==> config.mk <==
export PLATFORM = sky130hd
export DESIGN_NAME = addsub_pipe
export DESIGN_NICKNAME = d
export VERILOG_FILES = /design/src/rtl/addsub_pipe.sv
export SDC_FILE = /design/constraint.sdc
export NUM_CORES = 1
export LEC_CHECK = 0
export CELL_PAD_IN_SITES_DETAIL_PLACEMENT = 1
export CELL_PAD_IN_SITES_GLOBAL_PLACEMENT = 1
export CORE_MARGIN = 2
export CORE_UTILIZATION = 30
export CTS_BUF_LIST = sky130_fd_sc_hd__clkbuf_16
export CTS_CLUSTER_SIZE = 30
export DETAILED_ROUTE_END_ITERATION = 8
export PLACE_DENSITY_LB_ADDON = 0.1
export SLEW_MARGIN = 20
export SYNTH_ARGS = -nofsm -noshare
export SYNTH_HDL_FRONTEND = slang
export SYNTH_SLANG_ARGS = --single-unit
==> constraint.sdc <==
create_clock -name clk -period 6.7 [get_ports clk]
set_input_delay 1.34 -clock clk [delete_from_list [all_inputs] [get_ports clk]]
set_output_delay 1.34 -clock clk [all_outputs]
set_load 0.005 [all_outputs]
==> src/rtl/addsub_pipe.sv <==
// addsub_pipe: pipelined WIDTH-bit adder/subtractor that ripples one CW-bit chunk per stage.
// Define ADDSUB_FLAGS_EN to add the registered signed-overflow (ovf) and zero outputs.
module addsub_pipe #(
    parameter int WIDTH  = 16,
    parameter int STAGES = 4
) (
    input  logic             clk,
    input  logic             reset,
    input  logic             in_valid,
    output logic             in_ready,
    input  logic [WIDTH-1:0] a,
    input  logic [WIDTH-1:0] b,
    input  logic             c_in,
    input  logic             sub,
    output logic             out_valid,
    input  logic             out_ready,
    output logic [WIDTH-1:0] s,
    output logic             c_out
`ifdef ADDSUB_FLAGS_EN
    ,
    output logic             ovf,
    output logic             zero
`endif
);
    localparam int CW = WIDTH / STAGES;
    localparam logic [WIDTH-1:0] CHUNK_ONES = {WIDTH{1'b1}} >> (WIDTH - CW);

    logic              advance;
    logic [STAGES-1:0] vld_pipe;
    logic [WIDTH-1:0]  b_cond;
    logic              c_first;

    // The whole pipe moves together; it only freezes when a result is waiting on the consumer.
    assign advance   = !vld_pipe[STAGES-1] || out_ready;
    assign in_ready  = advance;
    assign out_valid = vld_pipe[STAGES-1];
    assign b_cond    = b ^ {WIDTH{sub}};
    assign c_first   = sub | c_in;

    always_ff @(posedge clk) begin
        if (reset)
            vld_pipe <= '0;
        else if (advance)
            vld_pipe <= (vld_pipe << 1) | STAGES'(in_valid);
    end

    for (genvar k = 0; k < STAGES; k++) begin : g_stg
        localparam int RW = WIDTH - k * CW;
        localparam logic [WIDTH-1:0] MASK = CHUNK_ONES << (k * CW);

        // w_* carries finished sum chunks below k and untouched A chunks from k upward.
        logic [WIDTH-1:0] w_in;
        logic [WIDTH-1:0] w_d;
        logic [WIDTH-1:0] w_q;
        logic [RW-1:0]    b_in;
        logic             c_prev;
        logic             c_q;
        logic             v_in;
        logic [CW:0]      chunk;

        if (k == 0) begin : g_head
            assign w_in   = a;
            assign b_in   = b_cond;
            assign c_prev = c_first;
            assign v_in   = in_valid;
        end else begin : g_body
            assign w_in   = g_stg[k-1].w_q;
            assign b_in   = g_stg[k-1].g_skew.b_q;
            assign c_prev = g_stg[k-1].c_q;
            assign v_in   = vld_pipe[k-1];
        end

        assign chunk = {1'b0, w_in[k*CW +: CW]} + {1'b0, b_in[CW-1:0]} + {{CW{1'b0}}, c_prev};
        assign w_d   = (w_in & ~MASK) | (WIDTH'(chunk[CW-1:0]) << (k * CW));

        // Data only loads with a real beat, so s keeps the last result across bubbles.
        always_ff @(posedge clk) begin
            if (reset) begin
                w_q <= '0;
                c_q <= 1'b0;
            end else if (advance && v_in) begin
                w_q <= w_d;
                c_q <= chunk[CW];
            end
        end

        if (k < STAGES - 1) begin : g_skew
            logic [RW-CW-1:0] b_q;
            always_ff @(posedge clk) begin
                if (reset)
                    b_q <= '0;
                else if (advance && v_in)
                    b_q <= b_in[RW-1:CW];
            end
        end
    end

    assign s     = g_stg[STAGES-1].w_q;
    assign c_out = g_stg[STAGES-1].c_q;

`ifdef ADDSUB_FLAGS_EN
    logic a_msb;
    logic b_msb;
    logic s_msb;

    // Operand MSBs reach the last stage inside the skew registers.
    assign a_msb = g_stg[STAGES-1].w_in[WIDTH-1];
    assign b_msb = g_stg[STAGES-1].b_in[CW-1];
    assign s_msb = g_stg[STAGES-1].chunk[CW-1];

    always_ff @(posedge clk) begin
        if (reset) begin
            ovf  <= 1'b0;
            zero <= 1'b0;
        end else if (advance && g_stg[STAGES-1].v_in) begin
            ovf  <= (a_msb == b_msb) && (s_msb != a_msb);
            zero <= (g_stg[STAGES-1].w_d == '0);
        end
    end
`endif

endmodule

After elaboration in Yosys (flattened, before gate mapping)
Index checks and enable logic that the tools add are counted.
{ "word_totals": {"ff_bits": 96, "latchBits": 0, "ramBits": 0, "romBits": 0, "input_bits": 38, "output_inout_bits": 19, "elab_cells": 33, "n_memories": 0} }
{ "op_classes": {"addsub": 8, "n_mul": 0, "div_mod_pow": 0, "order_cmp": 0, "eq_ne": 0, "shifts": 0, "n_mux": 0, "bitwise": 7, "reduce_logical": 6} }
{ "ops": {"columns": ["op", "n"], "rows": [
  ["4-bit by 4-bit adder with 5-bit output", 4],
  ["5-bit by 1-bit adder with 5-bit output", 4],
  ["12-bit by 16-bit bitwise OR with 16-bit output", 1],
  ["16-bit by 12-bit bitwise OR with 16-bit output", 1],
  ["16-bit by 4-bit bitwise OR with 16-bit output", 1],
  ["16-bit by 8-bit bitwise OR with 16-bit output", 1],
  ["16-bit bitwise XOR", 1],
  ["1-bit logical AND", 4],
  ["4-bit by 1-bit bitwise OR with 4-bit output", 1],
  ["1-bit zero test", 1],
  ["1-bit logical OR", 1],
  ["1-bit bitwise OR", 1]
]} }

Longest topological paths before layout
{ "depth": {"word_depth": 4, "mapped_depth": 8, "mapped_depth_nobuf": 6} }

Worst setup path after synthesis
No wires, ideal clock.
{ "synth_path": {"kind": "input to register", "start": "input sub", "end": "register g_stg[0].c_q", "setup_ns": 0.136, "arrival_ns": 3.359, "required_time_ns": 6.564, "setup_slack_ns": 3.205, "cell_stages": 8, "n_path_buf": 2, "cell_sequence": "buf_4 buf_6 or2_2 fa_1 fa_1 a21o_1 a2111oi_0 a211oi_1"} }
{ "synth_via": {"elab_chain_len": 3, "word_cells_on_any_way": 4, "cone_classes": "2 x add/sub; 2 x bitwise"} }
{ "synth_rtl": {"columns": ["element", "line_no", "text"], "rows": [
  ["from (decl)", "14", "input logic sub,"],
  ["16-bit bitwise XOR", "37", "assign b_cond = b ^ {WIDTH{sub}};"],
  ["4-bit by 4-bit adder with 5-bit output", "73", "assign chunk = {1'b0, w_in[k*CW +: CW]} + {1'b0, b_in[CW-1:0]} + {{CW{1'b0}}, c_prev};"],
  ["5-bit by 1-bit adder with 5-bit output *", "73", null],
  ["to (signal assigned)", "83", "c_q <= chunk[CW];"],
  ["to (decl)", "57", "logic c_q;"]
]} }
Mark *: on every way between the ends. The rest lies on a longest branch, timed or not.
A chain may end at the register's enable or synchronous reset.

Worst setup path after layout
{ "layout_path": {"start": "input out_ready", "end": "output in_ready"} }
{ "layout_via": {"elab_chain_len": 1} }
{ "layout_rtl": {"columns": ["element", "line_no", "text"], "rows": [
  ["from (decl)", "16", "input logic out_ready,"],
  ["1-bit logical OR", "34", "assign advance = !vld_pipe[STAGES-1] || out_ready;"],
  ["to (decl)", "10", "output logic in_ready,"]
]} }
No other way between the ends.

==> impl_metrics.tcl <==
set metrics [dict create \
    status "finished clean" \
    synthCells 497 \
    critPathCaptureType "output port" \
    chipWidth_um 125 \
    regArea_um2 1920 \
    syn_avg_cell_area_um2 8.77 \
    nNetsFinal 579 \
    final_layout_size_suffix_gt1_frac 0.0608 \
    setup_violations 0 \
    skew_ns 0.00457 \
    rows 44 \
    routed_wl_mm 11.4 \
    track_usage 0.153 \
    yosysWarnings 0 \
    via_per_inst 5.14 \
    peakVddDrop_mv 0.110 \
    antenna_found_initial 0 \
    cts_tree "done" \
    fin_ws_ns 2.26 \
    fmax_mhz 225 \
    power_density_nw_per_um2 245 \
    fin_crit_sh 0.662 \
    grt_max_degree 95 \
    grt_pass1_vias 3729 \
    power_mw 1.28 \
    grt_pass1_wl_mm 19.3 \
    critPathSlowestCell "buf_4" \
    placed_cell_area_um2 4920 \
    crit_fanout 84 \
    die-area_um2 15500 \
    firstDrtPassIters 5 \
    numCtsBuffers 9 \
    cts-root-buf "clkbuf_16" \
    synthAdderAreaFrac 0.0712 \
    seq_area_frac_synth 0.441 \
    pre_cts_ws_ns 2.14 \
    overflow 0 \
    cts.sink_count 96 \
    crit_type "in -> out" \
    clk_path_buf_depth 2 \
    drtAntennaViolNets 0 \
    hold_viol 0 \
    rsz0062_at_grt "false" \
    worst-path-buf-inv 4 \
    synthMuxAreaShare 0 \
    syn-num-nets 555 \
    yosys.area_share.simple 0.125 \
    diodes 0 \
    gp_congestion 0.743 \
    tightest_slew_ns 0.956 \
    clk_latency_ns 0.35 \
    fill_cells 1656 \
    synth_seq_cells 96 \
    yosysUniqueCellTypes 39 \
    hold_buffers 0 \
    numPortBuffers 56 \
    hp-class "reg -> reg" \
    cp_common_cell "clkdlybuf4s50_1" \
    synthXorXnorAreaFrac 0.0402 \
    area_delta_synth_final_pct 20.0 \
    cp.required_ns 5.36 \
    cap_violations 0 \
    multiInputGateArea_um2 2120 \
    synth_compound_area_frac 0.250 \
    max_stage_delay_ns 0.63 \
    vias 3651 \
    drtIter0Drc 167 \
    io_pins 57 \
    slew_violations 0 \
    worstPathCellList "clkdlybuf4s50_1 -> nor2b_4 -> buf_4 -> inv_2 -> clkdlybuf4s50_1" \
    cts.clk_slew.worst_paths_ns 0.06 \
    cts_max_level 3 \
    tns_ns 0 \
    dp_hpwl_mm 7.37 \
    avgRoutedWirePerCell_um 16.1 \
    netlist_area_um2 4360 \
    leakage_nw 1.76 \
    arrival_ns 3.10 \
    die_y_um 125 \
    fin_crit_ns 4.44 \
    crit_family "buffers and inverters" \
    post_cts_resized 0 \
    fin_util 0.364 \
    final_cell_area_um2 5230 \
    drc 0 \
    initial_core_util 0.303 \
    relSlewSlack 0.363 \
    start_kind "primary input" \
    synth_top_family_by_area "compound AO/OA/AOI/OAI gates" \
    cts_setup_buffers 0 \
    core_um2 14400 \
]
[cells by family after synthesis]
group / after synthesis
xor gates and xnor gates: 20
DFF: 96
buffers and inverters: 62
and+or+nand+nor: 103
adders and majority gates: 20
AOI/OAI and AO/OA: 196
[sequential cells by signal, summed over array words and instances (netlist names)]
register and count:
vld_pipe 4, c_out 1, g_stg.w_q 48, s 16, g_stg.c_q 3, g_stg.g_skew.b_q 24
[per-layer routing]
layer | part of all wire | vias up | routed length, um | track usage
met2 | 0.44 | 54 | 5060 | 0.234
li1 | - | 1827 | - | -
met4 | 0.015 | 0 | 172 | 0.0449
met3 | 0.032 | 12 | 360 | 0.0387
met1 | 0.51 | 1758 | 5820 | 0.212
met5 | 0 | - | 0 | 0
[tightest hold or removal path: stages, from the launching register on]
cell	delay, ns
dfxtp_1	0.31
nand3_1	0.06
a21oi_1	0.05
[final timing paths]
check                        start                     end  slack, ns  cells after the start
setup / recovery         out_ready                in_ready       2.26                      5
hold / removal    g_stg[0].w_q[14]        g_stg[1].w_q[14]       0.46                      2
setup reg to reg       vld_pipe[3]  g_stg[0].g_skew.b_q[0]       4.28                      6
hold reg to reg   g_stg[0].w_q[14]        g_stg[1].w_q[14]       0.46                      2
[where the power goes]
part | internal [mW] | switching (mW) | total [mW] | leakage [nW]
logic | 0.0585 | 0.0693 | 0.128 | 0.827
registers | 0.593 | 0.0126 | 0.605 | 0.782
clock network | 0.324 | 0.223 | 0.547 | 0.153
total | 0.975 | 0.305 | 1.28 | 1.76
[area by class of cell]
type / instances / share of cell area
clock inverter: 7 / 0.0165
sequential: 96 / 0.367
clock buffer: 9 / 0.0430
inverter: 13 / 0.00933
timing repair buffer: 62 / 0.115
multi-input combinational: 339 / 0.405
tap: 184 / 0.0440
[cell usage after synthesis, drive strengths merged]
master / instances / area, um2
a2111oi: 2 / 23.8
o221ai: 2 / 17.5
nand2: 9 / 33.8
a221o: 1 / 10.0
nand3: 70 / 350
and2: 1 / 6.26
a311oi: 3 / 26.3
o21ai: 70 / 350
o311ai: 1 / 8.76
nor2b: 5 / 38.8
xnor2: 14 / 123
dfxtp: 96 / 1920
nor3: 4 / 20.0
clkbuf: 5 / 20.0
a211oi: 18 / 135
buf: 44 / 249
or2: 5 / 31.3
ha: 12 / 150
a2111o: 3 / 33.8
nor2: 2 / 10.0
nand2b: 3 / 18.8
nand4b: 2 / 17.5
a21oi: 94 / 470
nor4b: 1 / 8.76
xor2: 6 / 52.6
inv: 13 / 48.8
a21o: 2 / 15.0
nand3b: 1 / 7.51
fa: 8 / 160
[layout by cell type, fill, tap and decap left out, types with 2 or more instances in the layout]
cell type	instances
clkbuf_16	9
buf_4	6
o21ai_0	64
nor3_1	4
xnor2_1	14
o221ai_1	2
fa_1	8
nand2_1	9
nand2b_1	3
nor2b_1	4
dfxtp_1	96
nand4b_1	2
a2111o_1	3
a21o_1	2
inv_2	3
inv_1	10
ha_1	12
clkdlybuf4s50_1	55
or2_2	4
clkinv_2	3
bufinv_16	2
a21oi_1	94
o21ai_1	6
a211oi_1	18
nand3_1	70
xor2_1	6
a311oi_1	3
[per-stage QoR]
stage	cells	hold slack (ns)
global placement	694	0.459
finish	710	0.463
floorplan	497	0.439
CTS	710	0.468
detailed placement	694	0.459
global route	710	0.487
(Power assumes the default switching activity.)
